## src/rtl/instr_fetch_unit.sv

```systemverilog
// ============================================================================
// instr_fetch_unit
// ----------------------------------------------------------------------------
// Instruction fetch front end. It issues one word fetch at a time to the
// instruction memory and queues the returned words, with their addresses, in
// a small prefetch FIFO. The core takes them from the FIFO head with a
// valid/ready handshake. A redirect from the core (branch or jump) flushes
// the FIFO and restarts fetching at the new target. Data returned for a
// request that was already in flight when the redirect arrived is dropped.
//
// Parameters
//   RESET_PC    first fetch address after reset
//   FIFO_DEPTH  prefetch buffer entries (legal range 2..8)
//
// Ports
//   clk          sole clock, everything updates on the rising edge
//   rst          synchronous active-high reset
//   mem_req      fetch request, held until mem_ack (one request in flight)
//   mem_addr     word-aligned fetch address, held with mem_req
//   mem_ack      memory response strobe, mem_rdata valid in the same cycle
//   mem_rdata    fetched instruction word
//   redirect     core branch/jump: flush the buffer and refetch
//   redirect_pc  redirect target (low two bits ignored)
//   inst_valid   instruction/inst_pc hold the FIFO head
//   instruction  head instruction word (NOP when inst_valid is low)
//   inst_pc      head instruction address (0 when inst_valid is low)
//   inst_ready   core takes the head when inst_valid && inst_ready
// ============================================================================
module instr_fetch_unit #(
    parameter logic [31:0] RESET_PC   = 32'h0000_0000,
    parameter int unsigned FIFO_DEPTH = 2
) (
    input  logic        clk,
    input  logic        rst,
    output logic        mem_req,
    output logic [31:0] mem_addr,
    input  logic        mem_ack,
    input  logic [31:0] mem_rdata,
    input  logic        redirect,
    input  logic [31:0] redirect_pc,
    output logic        inst_valid,
    output logic [31:0] instruction,
    output logic [31:0] inst_pc,
    input  logic        inst_ready
);

    localparam int unsigned PTR_W = (FIFO_DEPTH > 1) ? $clog2(FIFO_DEPTH) : 1;
    localparam int unsigned CNT_W = $clog2(FIFO_DEPTH + 1);

    localparam logic [31:0]      NOP_INSN = 32'h0000_0013;
    localparam logic [CNT_W-1:0] DEPTH_C  = CNT_W'(FIFO_DEPTH);
    localparam logic [PTR_W-1:0] LAST_PTR = PTR_W'(FIFO_DEPTH - 1);

    // IDLE : no request outstanding (buffer full)
    // REQ  : request outstanding, response will be queued
    // FLUSH: request outstanding but made stale by a redirect, response dropped
    typedef enum logic [1:0] {
        S_IDLE  = 2'd0,
        S_REQ   = 2'd1,
        S_FLUSH = 2'd2
    } state_t;

    state_t            state_q,       state_d;
    logic [31:0]       fetch_pc_q,    fetch_pc_d;
    logic              mem_req_q,     mem_req_d;
    logic [31:0]       mem_addr_q,    mem_addr_d;
    logic [PTR_W-1:0]  wr_ptr_q,      wr_ptr_d;
    logic [PTR_W-1:0]  rd_ptr_q,      rd_ptr_d;
    logic [CNT_W-1:0]  count_q,       count_d;
    logic              inst_valid_q,  inst_valid_d;
    logic [31:0]       instruction_q, instruction_d;
    logic [31:0]       inst_pc_q,     inst_pc_d;

    // Prefetch storage: instruction word and its address per entry
    logic [31:0]       buf_instr_q [FIFO_DEPTH];
    logic [31:0]       buf_pc_q    [FIFO_DEPTH];

    logic              pop;
    logic              push;
    logic [CNT_W-1:0]  count_after_pop;

    // Pointer increment with wrap, correct for non power-of-two depths
    function automatic logic [PTR_W-1:0] ptr_inc(input logic [PTR_W-1:0] p);
        return (p == LAST_PTR) ? '0 : p + PTR_W'(1);
    endfunction

    // ------------------------------------------------------------------------
    // Buffer handshakes and pointer/count update
    // ------------------------------------------------------------------------
    always_comb begin
        pop             = inst_valid_q && inst_ready;
        // Only a live request (REQ) delivers data; a redirect in the same
        // cycle makes the returned word stale, so it is not queued.
        push            = (state_q == S_REQ) && mem_ack && !redirect;
        count_after_pop = count_q - {{(CNT_W-1){1'b0}}, pop};

        wr_ptr_d = wr_ptr_q;
        rd_ptr_d = rd_ptr_q;
        count_d  = count_q;

        if (redirect) begin
            // Flush: any same-cycle pop or push is discarded
            wr_ptr_d = '0;
            rd_ptr_d = '0;
            count_d  = '0;
        end else begin
            if (pop) begin
                rd_ptr_d = ptr_inc(rd_ptr_q);
            end
            if (push) begin
                wr_ptr_d = ptr_inc(wr_ptr_q);
            end
            count_d = count_after_pop + {{(CNT_W-1){1'b0}}, push};
        end
    end

    // ------------------------------------------------------------------------
    // Fetch control
    // ------------------------------------------------------------------------
    always_comb begin
        state_d    = state_q;
        fetch_pc_d = fetch_pc_q;

        // A redirect retargets fetching in every state
        if (redirect) begin
            fetch_pc_d = {redirect_pc[31:2], 2'b00};
        end

        case (state_q)
            S_IDLE: begin
                if (redirect || (count_q < DEPTH_C)) begin
                    state_d = S_REQ;
                end
            end
            S_REQ: begin
                if (mem_ack) begin
                    if (redirect) begin
                        state_d = S_REQ;
                    end else begin
                        fetch_pc_d = fetch_pc_q + 32'd4;
                        // Keep fetching only while the next word has a slot
                        state_d    = (count_d < DEPTH_C) ? S_REQ : S_IDLE;
                    end
                end else if (redirect) begin
                    // The old request must still complete before a new one
                    state_d = S_FLUSH;
                end
            end
            S_FLUSH: begin
                if (mem_ack) begin
                    state_d = S_REQ;
                end
            end
            default: begin
                state_d = S_IDLE;
            end
        endcase

        mem_req_d = (state_d != S_IDLE);

        // An unanswered request keeps its address; otherwise the address
        // follows the fetch pointer so a new request starts from it.
        if (mem_req_q && !mem_ack) begin
            mem_addr_d = mem_addr_q;
        end else begin
            mem_addr_d = fetch_pc_d;
        end
    end

    // ------------------------------------------------------------------------
    // Registered head-of-buffer outputs
    // ------------------------------------------------------------------------
    // The head after this edge is either an entry already stored or, when
    // the buffer drains empty and a word arrives in the same cycle, that
    // arriving word. Either way it is captured in flops, so the outputs have
    // no combinational path from mem_rdata.
    always_comb begin
        inst_valid_d  = 1'b0;
        instruction_d = NOP_INSN;
        inst_pc_d     = 32'h0000_0000;
        if (count_d != '0) begin
            inst_valid_d = 1'b1;
            if (push && (count_after_pop == '0)) begin
                instruction_d = mem_rdata;
                inst_pc_d     = mem_addr_q;
            end else begin
                instruction_d = buf_instr_q[rd_ptr_d];
                inst_pc_d     = buf_pc_q[rd_ptr_d];
            end
        end
    end

    // ------------------------------------------------------------------------
    // State registers
    // ------------------------------------------------------------------------
    always_ff @(posedge clk) begin
        if (rst) begin
            state_q       <= S_IDLE;
            fetch_pc_q    <= RESET_PC;
            mem_req_q     <= 1'b0;
            mem_addr_q    <= RESET_PC;
            wr_ptr_q      <= '0;
            rd_ptr_q      <= '0;
            count_q       <= '0;
            inst_valid_q  <= 1'b0;
            instruction_q <= NOP_INSN;
            inst_pc_q     <= 32'h0000_0000;
        end else begin
            state_q       <= state_d;
            fetch_pc_q    <= fetch_pc_d;
            mem_req_q     <= mem_req_d;
            mem_addr_q    <= mem_addr_d;
            wr_ptr_q      <= wr_ptr_d;
            rd_ptr_q      <= rd_ptr_d;
            count_q       <= count_d;
            inst_valid_q  <= inst_valid_d;
            instruction_q <= instruction_d;
            inst_pc_q     <= inst_pc_d;
        end
    end

    // Buffer storage needs no reset: entries are only read while counted
    always_ff @(posedge clk) begin
        if (!rst && push) begin
            buf_instr_q[wr_ptr_q] <= mem_rdata;
            buf_pc_q[wr_ptr_q]    <= mem_addr_q;
        end
    end

    assign mem_req     = mem_req_q;
    assign mem_addr    = mem_addr_q;
    assign inst_valid  = inst_valid_q;
    assign instruction = instruction_q;
    assign inst_pc     = inst_pc_q;

endmodule

```

## config.mk

```make
export PLATFORM = sky130hd
export DESIGN_NAME = instr_fetch_unit
export DESIGN_NICKNAME = d
export VERILOG_FILES = /design/src/rtl/instr_fetch_unit.sv
export SDC_FILE = /design/constraint.sdc
export NUM_CORES = 1
export LEC_CHECK = 0
export ABC_AREA = 1
export ABC_CLOCK_PERIOD_IN_PS = 4900
export CAP_MARGIN = 20
export CELL_PAD_IN_SITES_DETAIL_PLACEMENT = 0
export CELL_PAD_IN_SITES_GLOBAL_PLACEMENT = 2
export CORE_MARGIN = 2
export CORE_UTILIZATION = 30
export CTS_CLUSTER_DIAMETER = 120
export CTS_CLUSTER_SIZE = 8
export DETAILED_ROUTE_END_ITERATION = 6
export PLACE_DENSITY_LB_ADDON = 0.12
export SKIP_CTS_REPAIR_TIMING = 1
export SYNTH_ARGS = -nofsm -noshare
export SYNTH_HDL_FRONTEND = slang
export SYNTH_SLANG_ARGS = --single-unit
```

## constraint.sdc

```tcl
create_clock -name clk -period 4.9 [get_ports clk]
set_input_delay 1.47 -clock clk [delete_from_list [all_inputs] [get_ports clk]]
set_output_delay 1.47 -clock clk [all_outputs]
set_load 0.05 [all_outputs]
```

==> run summary, run 1 <==
The total routing usage reported by global routing came out at between 15 and 20%. The post-synthesis average cell area came out at 9.63 sq um. The worst register-to-register path ends at instruction[21]$_SDFF_PP0_. By area, the combinational part of the netlist is dominated by simple AND/OR/NAND/NOR gates. The synthesis warning total is 0. For flop-to-flop paths, the worst setup slack is approximately 2.6 ns. Among all stages on the critical path, the largest delay is contributed by clkdlybuf4s50_1.

For this run, the detailed router's first-pass iteration total came to 4. The number of buffers between clock root and the deepest sink is 3. The critical path starts at mem_ack. The number of non-filler instances in the completed layout is 1,756.

The number of levels in the clock H-tree came out at 2. The area overhead of the layout relative to synthesis is 29.8%. The effective utilization at floorplan came out at 30.2%. The multiplexer fraction of the synthesized cell area came out at 0%.

Clock-pin slew was measured on the worst setup and hold paths at roughly 0.05 ns. The xor/xnor share of the synthesized area came out at less than 1%. The total overflow left after global routing is 0.

The number of setup violations in the final report came out at 0. The number of different library cells used by synthesis comes to 38. The register bit count reported by yosys came out at about 260. The sort of element at the end of the critical path is a flip-flop.

Entering global routing, the biggest net connects 71 pins. The transition time at the pin with the least slew margin came out at about 0.87 ns. In the synthesized netlist the async set-or-reset flop fraction comes to 0%. In this run the standard cell core region covers 0.0353 sq mm. The flow ran to the end, and the final reports show no timing, DRC or antenna violations.

Measured along the y axis, the die boundary spans roughly 190 um. The number of max-cap violations came out at 0. The synthesized netlist devotes about an eighth of its cell area to compound gates. The insertion delay to the later sink of the worst-skew pair is roughly 0.51 ns. The highest cell delay on the worst timing path came out at roughly 0.57 ns. The net count after synthesis is approximately 1,200. The placed instance count is approximately 1,700. Setup repair after global routing left no endpoint under its margin.

The detailed-route DRC error count is 0. The shortest clock period the worst path allows after layout is around 3.4 ns. The initial antenna violation count came to 0. TritonCTS built the clock tree.

The analysis attributes to cell leakage a power of 5.46 nW. The sequential element share of the synthesized area came out at between 60% and 70%. The count of boundary I/O pins came out at ~170. By startpoint and endpoint, the worst setup path is classified as in2reg. The half-perimeter wire length after placement came out at between 15,000 and 20,000 um. The area of the mapped netlist is 0.0107 sq mm. The number of global-route vias before repair came out at around 7,600. The number of nets at the end of the flow came out at 1,343.

The cell area after placement came out at about 0.013 sq mm. The number of hold-slack violations in the final timing report is 0. The number of standard cells after synthesis is ~1,100. The number of antenna diodes came out at 0. After Yosys synthesis, full adders, half adders and majority gates account for 0.352% of the synthesized area.

The count of clock tree sinks came out at roughly 260. The maximum frequency from static timing analysis came out at 296 MHz. Routability-driven placement finished with a final weighted congestion of 0.774. The root buffer selected by CTS is clkbuf_16. The remaining antenna violation count came out at 0. For this run, the leading register cell type out of synthesis is dfxtp_1. The worst path uses ~69% of the clock period. The first-pass GRT wire length is 45,100 um.

The via density per instance came out at about 4.5. The share of post-route cells with drive strength above 1 is a little over 7%. Wires add up to approximately 30,000 um. In this run the critical register-to-register path is launched from state_q[0]$_SDFF_PP0_. The worst setup path is launched from an input port. Yosys mapped a number of flops with a built-in enable equal to between 100 and 150. The final sum of negative setup slack came out at 0 ns.

The critical path ends at instruction[21]$_SDFF_PP0_. The count of buffers added on input and output ports is roughly 160. The worst reg2reg path depth came out at 9. The utilization after layout is between 30% and 40%. The clock arrives with between 0.009 and 0.01 ns of skew. In this run the horizontal extent of the chip is approximately 190 um. The number of placement rows came out at 69. The count of pins over their slew limit is 0. The total clock buffers created by CTS came out at 38. The signal on the critical path passes through clkdlybuf4s50_1 -> nand3_4 -> nor2_8 -> ha_1 -> nand2_1 -> nand3_1 -> nor2_1 -> nor2_4 -> buf_12 -> a21oi_1.

In the layout the commonest cells are nand2_1, clkdlybuf4s50_1, inv_1, dfxtp_1, edfxtp_1. Headroom to the max-slew limit came out at between 40% and 50%. The routed via count is between 7,000 and 8,000. The number of design-rule violations left by the first detailed-router iteration came out at 300.

The type of the worst min-delay path is reg2reg. Summing the areas of all and, or, nand and nor instances in the mapped netlist gives about 17% of the synthesized area. Leaving out fill and tap cells, the most frequent cell in the layout is nand2_1. The critical path arrival is ~3.8 ns. The final non-filler cell area came out at ~0.014 sq mm. The floorplan step defined a die boundary enclosing about 0.037 sq mm. The power density over cell area came out at roughly 390 mW/mm^2. Across the VDD grid, the largest voltage drop is 0.212 mV. The data required time at the worst endpoint is between 5 and 6 ns. Dividing the detail-routed wire length by the instance count gives about 17 um. The largest fanout of any net on the critical path came out at 32.
how the worst min path moves through the flow:
stage | from | endpoint | slack [ns] | cells after the start
detailed placement | fetch_pc_q[0]$_SDFF_PP0_ | fetch_pc_q[0]$_SDFF_PP0_ | 0.44 | 2
finish | fetch_pc_q[1]$_SDFF_PP0_ | fetch_pc_q[1]$_SDFF_PP0_ | 0.45 | 2
CTS | fetch_pc_q[0]$_SDFF_PP0_ | fetch_pc_q[0]$_SDFF_PP0_ | 0.45 | 2
floorplan | fetch_pc_q[0]$_SDFF_PP0_ | fetch_pc_q[0]$_SDFF_PP0_ | 0.43 | 2
global route | fetch_pc_q[1]$_SDFF_PP0_ | fetch_pc_q[1]$_SDFF_PP0_ | 0.49 | 2
global placement | fetch_pc_q[1]$_SDFF_PP0_ | fetch_pc_q[1]$_SDFF_PP0_ | 0.44 | 2
per-stage QoR:
step,hold WS [ns],setup slack [ns],total power [mW]
4_1_cts,0.452,1.46,5.44
5_1_grt,0.487,1.33,5.59
6_report,0.452,1.53,5.36
3_3_place_gp,0.438,0.923,3.00
2_1_floorplan,0.425,0.845,2.78
3_5_place_dp,0.445,0.919,3.00
layout make-up:
class	count	area (sq um)
Multi-Input combinational cell	638	3200
Clock inverter	2	32.5
Sequential cell	264	6570
Fill cell	3556	21500
Tap cell	461	577
Clock buffer	62	1060
Timing Repair Buffer	180	1840
Inverter	149	561
routing by layer:
| metal | global-route usage, % | wire, um | part of all wire [%] |
|---|---|---|---|
| met2 | 26.1 | 13300 | 45 |
| met3 | 3.24 | 1520 | 5.2 |
| met5 | 0 | 0 | 0 |
| met1 | 21.9 | 14000 | 48 |
| met4 | 3.64 | 448 | 1.5 |
logic make-up after synthesis:
| group | Yosys count |
|---|---|
| adders and majority gates | 3 |
| AOI/OAI and AO/OA | 219 |
| xor gates and xnor gates | 4 |
| buffers and inverters | 205 |
| and+or+nand+nor | 412 |
| DFF | 264 |
worst max-delay path: cells and delay by family:
family                     cells  cell delay, ns
and+or+nand+nor                6            1.13
buffers and inverters          2            0.84
adders and majority gates      1            0.23
AOI/OAI and AO/OA              1            0.06
power breakdown:
part | leakage, nW | total, mW | internal [mW] | switching, mW
clock network | 0.522 | 2.41 | 1.47 | 0.939
logic | 2.67 | 0.502 | 0.177 | 0.325
registers | 2.27 | 2.44 | 2.38 | 0.0584
state kept, by name, summed over array words and instances (netlist names):
register and flops:
inst_pc 32, count_q 2, buf_instr_q 64, fetch_pc_q 32, mem_addr 32, instruction 32
mem_req 1, state_q 2, buf_pc_q 64, wr_ptr_q 1, inst_valid 1, rd_ptr_q 1
Yosys cell counts, drive strengths merged, types with 8 or more instances:
library cell,n,share of area [%]
nor2,58,2.5
buf,46,3.1
inv,148,5.2
nand2,268,9.5
nand4,10,0.59
nor3,9,0.52
o21ai,50,2.4
edfxtp,128,36
or2,8,0.47
dfxtp,136,26
clkbuf,10,0.35
nand3,55,3.0
a21oi,89,4.2
o211ai,73,5.1
No activity file was read; power rests on OpenSTA's default activity.
==> run 2: changes to the inputs <==
--- a/config.mk
+++ b/config.mk
@@ -6,7 +6,7 @@
 export NUM_CORES = 1
 export LEC_CHECK = 0
 export ABC_AREA = 1
-export ABC_CLOCK_PERIOD_IN_PS = 4900
+export ABC_CLOCK_PERIOD_IN_PS = 2800
 export CAP_MARGIN = 20
 export CELL_PAD_IN_SITES_DETAIL_PLACEMENT = 0
 export CELL_PAD_IN_SITES_GLOBAL_PLACEMENT = 2
==> constraint.sdc (replaced) <==
create_clock -name clk -period 2.8 [get_ports clk]
set_input_delay 0.84 -clock clk [delete_from_list [all_inputs] [get_ports clk]]
set_output_delay 0.84 -clock clk [all_outputs]
set_load 0.05 [all_outputs]
==> run summary, run 2 (same netlist as run 1, synthesis figures left out) <==
The post-route worst hold slack is 0.447 ns (-0.00551 ns). The min-delay analysis places its worst path in the category reg2reg. In the layout the commonest cells are nand2_1, clkdlybuf4s50_1, inv_1, dfxtp_1, edfxtp_1. The number of hold-slack violations in the final timing report came out at 0 (unchanged). The cell internal power dissipation is 7.10 mW (+76%). The number of antenna diodes came out at 0 (unchanged). The number of setup violations in the final report is 0 (unchanged). The number of nets at the end of the flow came out at 1,368 (+1.9%). The count of clock tree sinks is 264 (unchanged). The area of combinational cells with multiple inputs is 0.00319 sq mm (-0.23%).

The total clock buffers created by CTS came to 38 (unchanged). The static leakage power came out at 5.64 nW (+3.3%). The share of post-route cells with drive strength above 1 is 9.02% (+1.8 points). The wire length after detailed routing came to 29,000 um (-0.96%). The net switching power figure came out at 2.33 mW (+76%). The number of buffers and inverters on the critical path came to 1 (-1). The layout filler cell count came to 3,491 (-1.8%). Derived from the worst setup path, the maximum achievable clock frequency is between 300 and 400 MHz. The global placement routability congestion was 0.768 (-0.78%). The number of buffers between clock root and the deepest sink came to 3 (unchanged). The sequential power share came out at 45.4% (-0.2 points). Leaving out fill and tap cells, the most frequent cell in the layout is nand2_1. In this run the worst setup path begins at mem_addr[31]$_SDFFE_PP0N_.

The half-perimeter wire length after placement is 19,800 um (+5.4%). The data required time at the worst endpoint came to 1.96 ns (-3.33 ns). The path with the worst hold slack has its endpoint at fetch_pc_q[1]$_SDFF_PP0_. The number of levels in the clock H-tree is 2 (unchanged). In this run the most critical hold path is launched from fetch_pc_q[1]$_SDFF_PP0_. The highest cell delay on the worst timing path is 0.91 ns (+0.34 ns). The number of placement rows was 69 (unchanged).

The final worst slack is 0.0553 ns (-1.47 ns). The root buffer selected by CTS is clkbuf_16. The CTS clock-pin slew for the worst setup and hold paths came out at 0.05 ns (about the same). The combined flip-flop and latch cell area came out at 0.00657 sq mm (unchanged). The per-cell routed wire length came out at 16.3 um (-2.3%). The largest individual stage delay along the critical path comes from the cell clkdlybuf4s50_1. The met2 layer wire length in the routed design came to 13,700 um (+2.8%). The final non-filler cell area is 0.0142 sq mm (+2.5%). The pin count of the biggest net entering global routing came out at 51 (-28%).

The worst voltage drop across the vdd grid was 0.414 mV (+96%). The cell area after placement was 0.0131 sq mm (+2.8%). The worst reg2reg path depth came out at 10 (+1). Relative to the synthesized area, the layout overhead comes to 33.1%. The hold path depth is 2 (unchanged). The slack of the worst reg-to-reg path is 0.71 ns (-1.90 ns). TritonCTS built the clock tree. The utilization after layout came out at 40.2% (+0.99 points). The post-placement setup slack is -0.232 ns (-1.15 ns). The setup path with the least slack is of type reg2out. The insertion delay to the later sink of the worst-skew pair is 0.51 ns (about the same).

The transition time at the pin with the least slew margin is 0.588 ns (-0.280 ns). The smallest clock period supported by the final layout is computed as between 2 and 3 ns. The effective utilization at floorplan came out at 30.2% (unchanged).

The post-route clock period utilization is ~98%. The total routing usage reported by global routing is 15.7% (-0.33 points). The remaining antenna violation count is 0 (unchanged). The power density over cell area came out at 665 mW/mm^2 (+72%).

The critical path goes through clkdlybuf4s50_1. The die width was 192 um (unchanged). The remaining global-route overflow came out at 0 (unchanged). The number of non-filler instances in the completed layout is 1,781 (+1.4%). The count of boundary I/O pins is 167 (unchanged). The number of buffer cells added on primary ports came out at 164 (unchanged). The worst setup skew after layout came to 0.0147 ns (+0.00523 ns).

The largest registers in the layout are buf_instr_q (64), buf_pc_q (64). The via density per instance came out at 4.43 (-1.2%). Setup repair after global routing left no endpoint under its margin. The clock power share is 44.8% (-0.2 points). The final sum of negative setup slack came out at 0 ns (unchanged). The remaining max-slew budget at the tightest pin came out at 60.7% (+19 points).

The largest fanout of any net on the critical path came out at 5 (-84%). The number of design-rule violations left by the first detailed-router iteration is 302 (+0.67%). The area enclosed by the die boundary is 0.0370 sq mm (unchanged).

The core area is 0.0353 sq mm (unchanged). The worst setup path is captured at a primary output. The first-pass GRT wire length came out at 44,100 um (-2.2%). In this design, the largest share of critical-path delay is due to buffers and inverters.

The routed via count is 7,881 (+0.25%). The worst setup path is launched from a flip-flop. The critical path arrival came out at 1.90 ns (-1.87 ns). The share of total power in combinational logic came out at 9.8% (+0.4 points). The met3 wirelength from detailed routing is 1310 um (-14%).

The placed instance count came out at 1,717 (+1.5%). In this run the critical register-to-register path is launched from fetch_pc_q[2]$_SDFF_PP0_. The routed length on met1 is 13,600 um (-3.3%). The detailed-route DRC error count is 0 (unchanged).

The number of global-route vias before repair came to 7,588 (-0.63%). The flow ran to the end, and the final reports show no timing, DRC or antenna violations. The number of max-cap violations came out at 0 (unchanged). The initial antenna violation count was 0 (unchanged). The count of pins over their slew limit came to 0 (unchanged). The detailed-routing iteration count for the pre-antenna-repair pass came to 4 (unchanged). In this run the critical register-to-register path is captured at mem_addr[18]$_SDFFE_PP0N_. The power after layout came to 9.43 mW (+76%). In this run the top signal layer used is met4. The overall die height came out at 192 um (unchanged). The switching power share of the total came to 24.7% (about the same).
## run 2: cell types whose count changed in the layout (fill, tap and decap cells not counted), sizes merged
cell / previous run / this run
clkdlybuf4s50: 164 / 163
buf: 16 / 42
## run 2: power by group through the flow
stage,registers [mW],logic [mW],clock network (mW)
6_report,4.28,0.922,4.23
5_1_grt,4.29,1.00,4.51
4_1_cts,4.28,0.939,4.36
3_5_place_dp,4.36,0.936,0
3_3_place_gp,4.35,0.934,0
2_1_floorplan,4.53,0.329,0
## run 2: worst max path at each step
stage	end	slack, ns	depth (start not counted)
2_1_floorplan	buf_instr_q[0][0]$_DFFE_PP_	0.06	5
3_3_place_gp	instruction[1]$_SDFF_PP1_	-0.19	14
3_5_place_dp	inst_pc[1]$_SDFF_PP0_	-0.23	14
4_1_cts	mem_addr[31]	0.05	1
5_1_grt	mem_addr[31]	0.01	1
6_report	mem_addr[31]	0.06	1
## run 2: layer usage
layer,global-route usage [%],vias to the layer above
met3,2.67,32
met4,4.14,0
met1,21.0,3629
met5,0,-
met2,26.1,144
li1,-,4076
## run 2: cell type report
class,count,area share (%)
flip-flops and latches,264,46.3
repair buffers,205,15.5
clock inverters,2,0.229
inverters,149,3.95
well taps,461,4.07
clock buffers,62,7.49
multi-input cells,638,22.5
## run 2: worst min-delay path, delay by kind of cell (launching register included)
kind,cells,cell delay [ns]
DFF,1,0.29
and+or+nand+nor,2,0.11
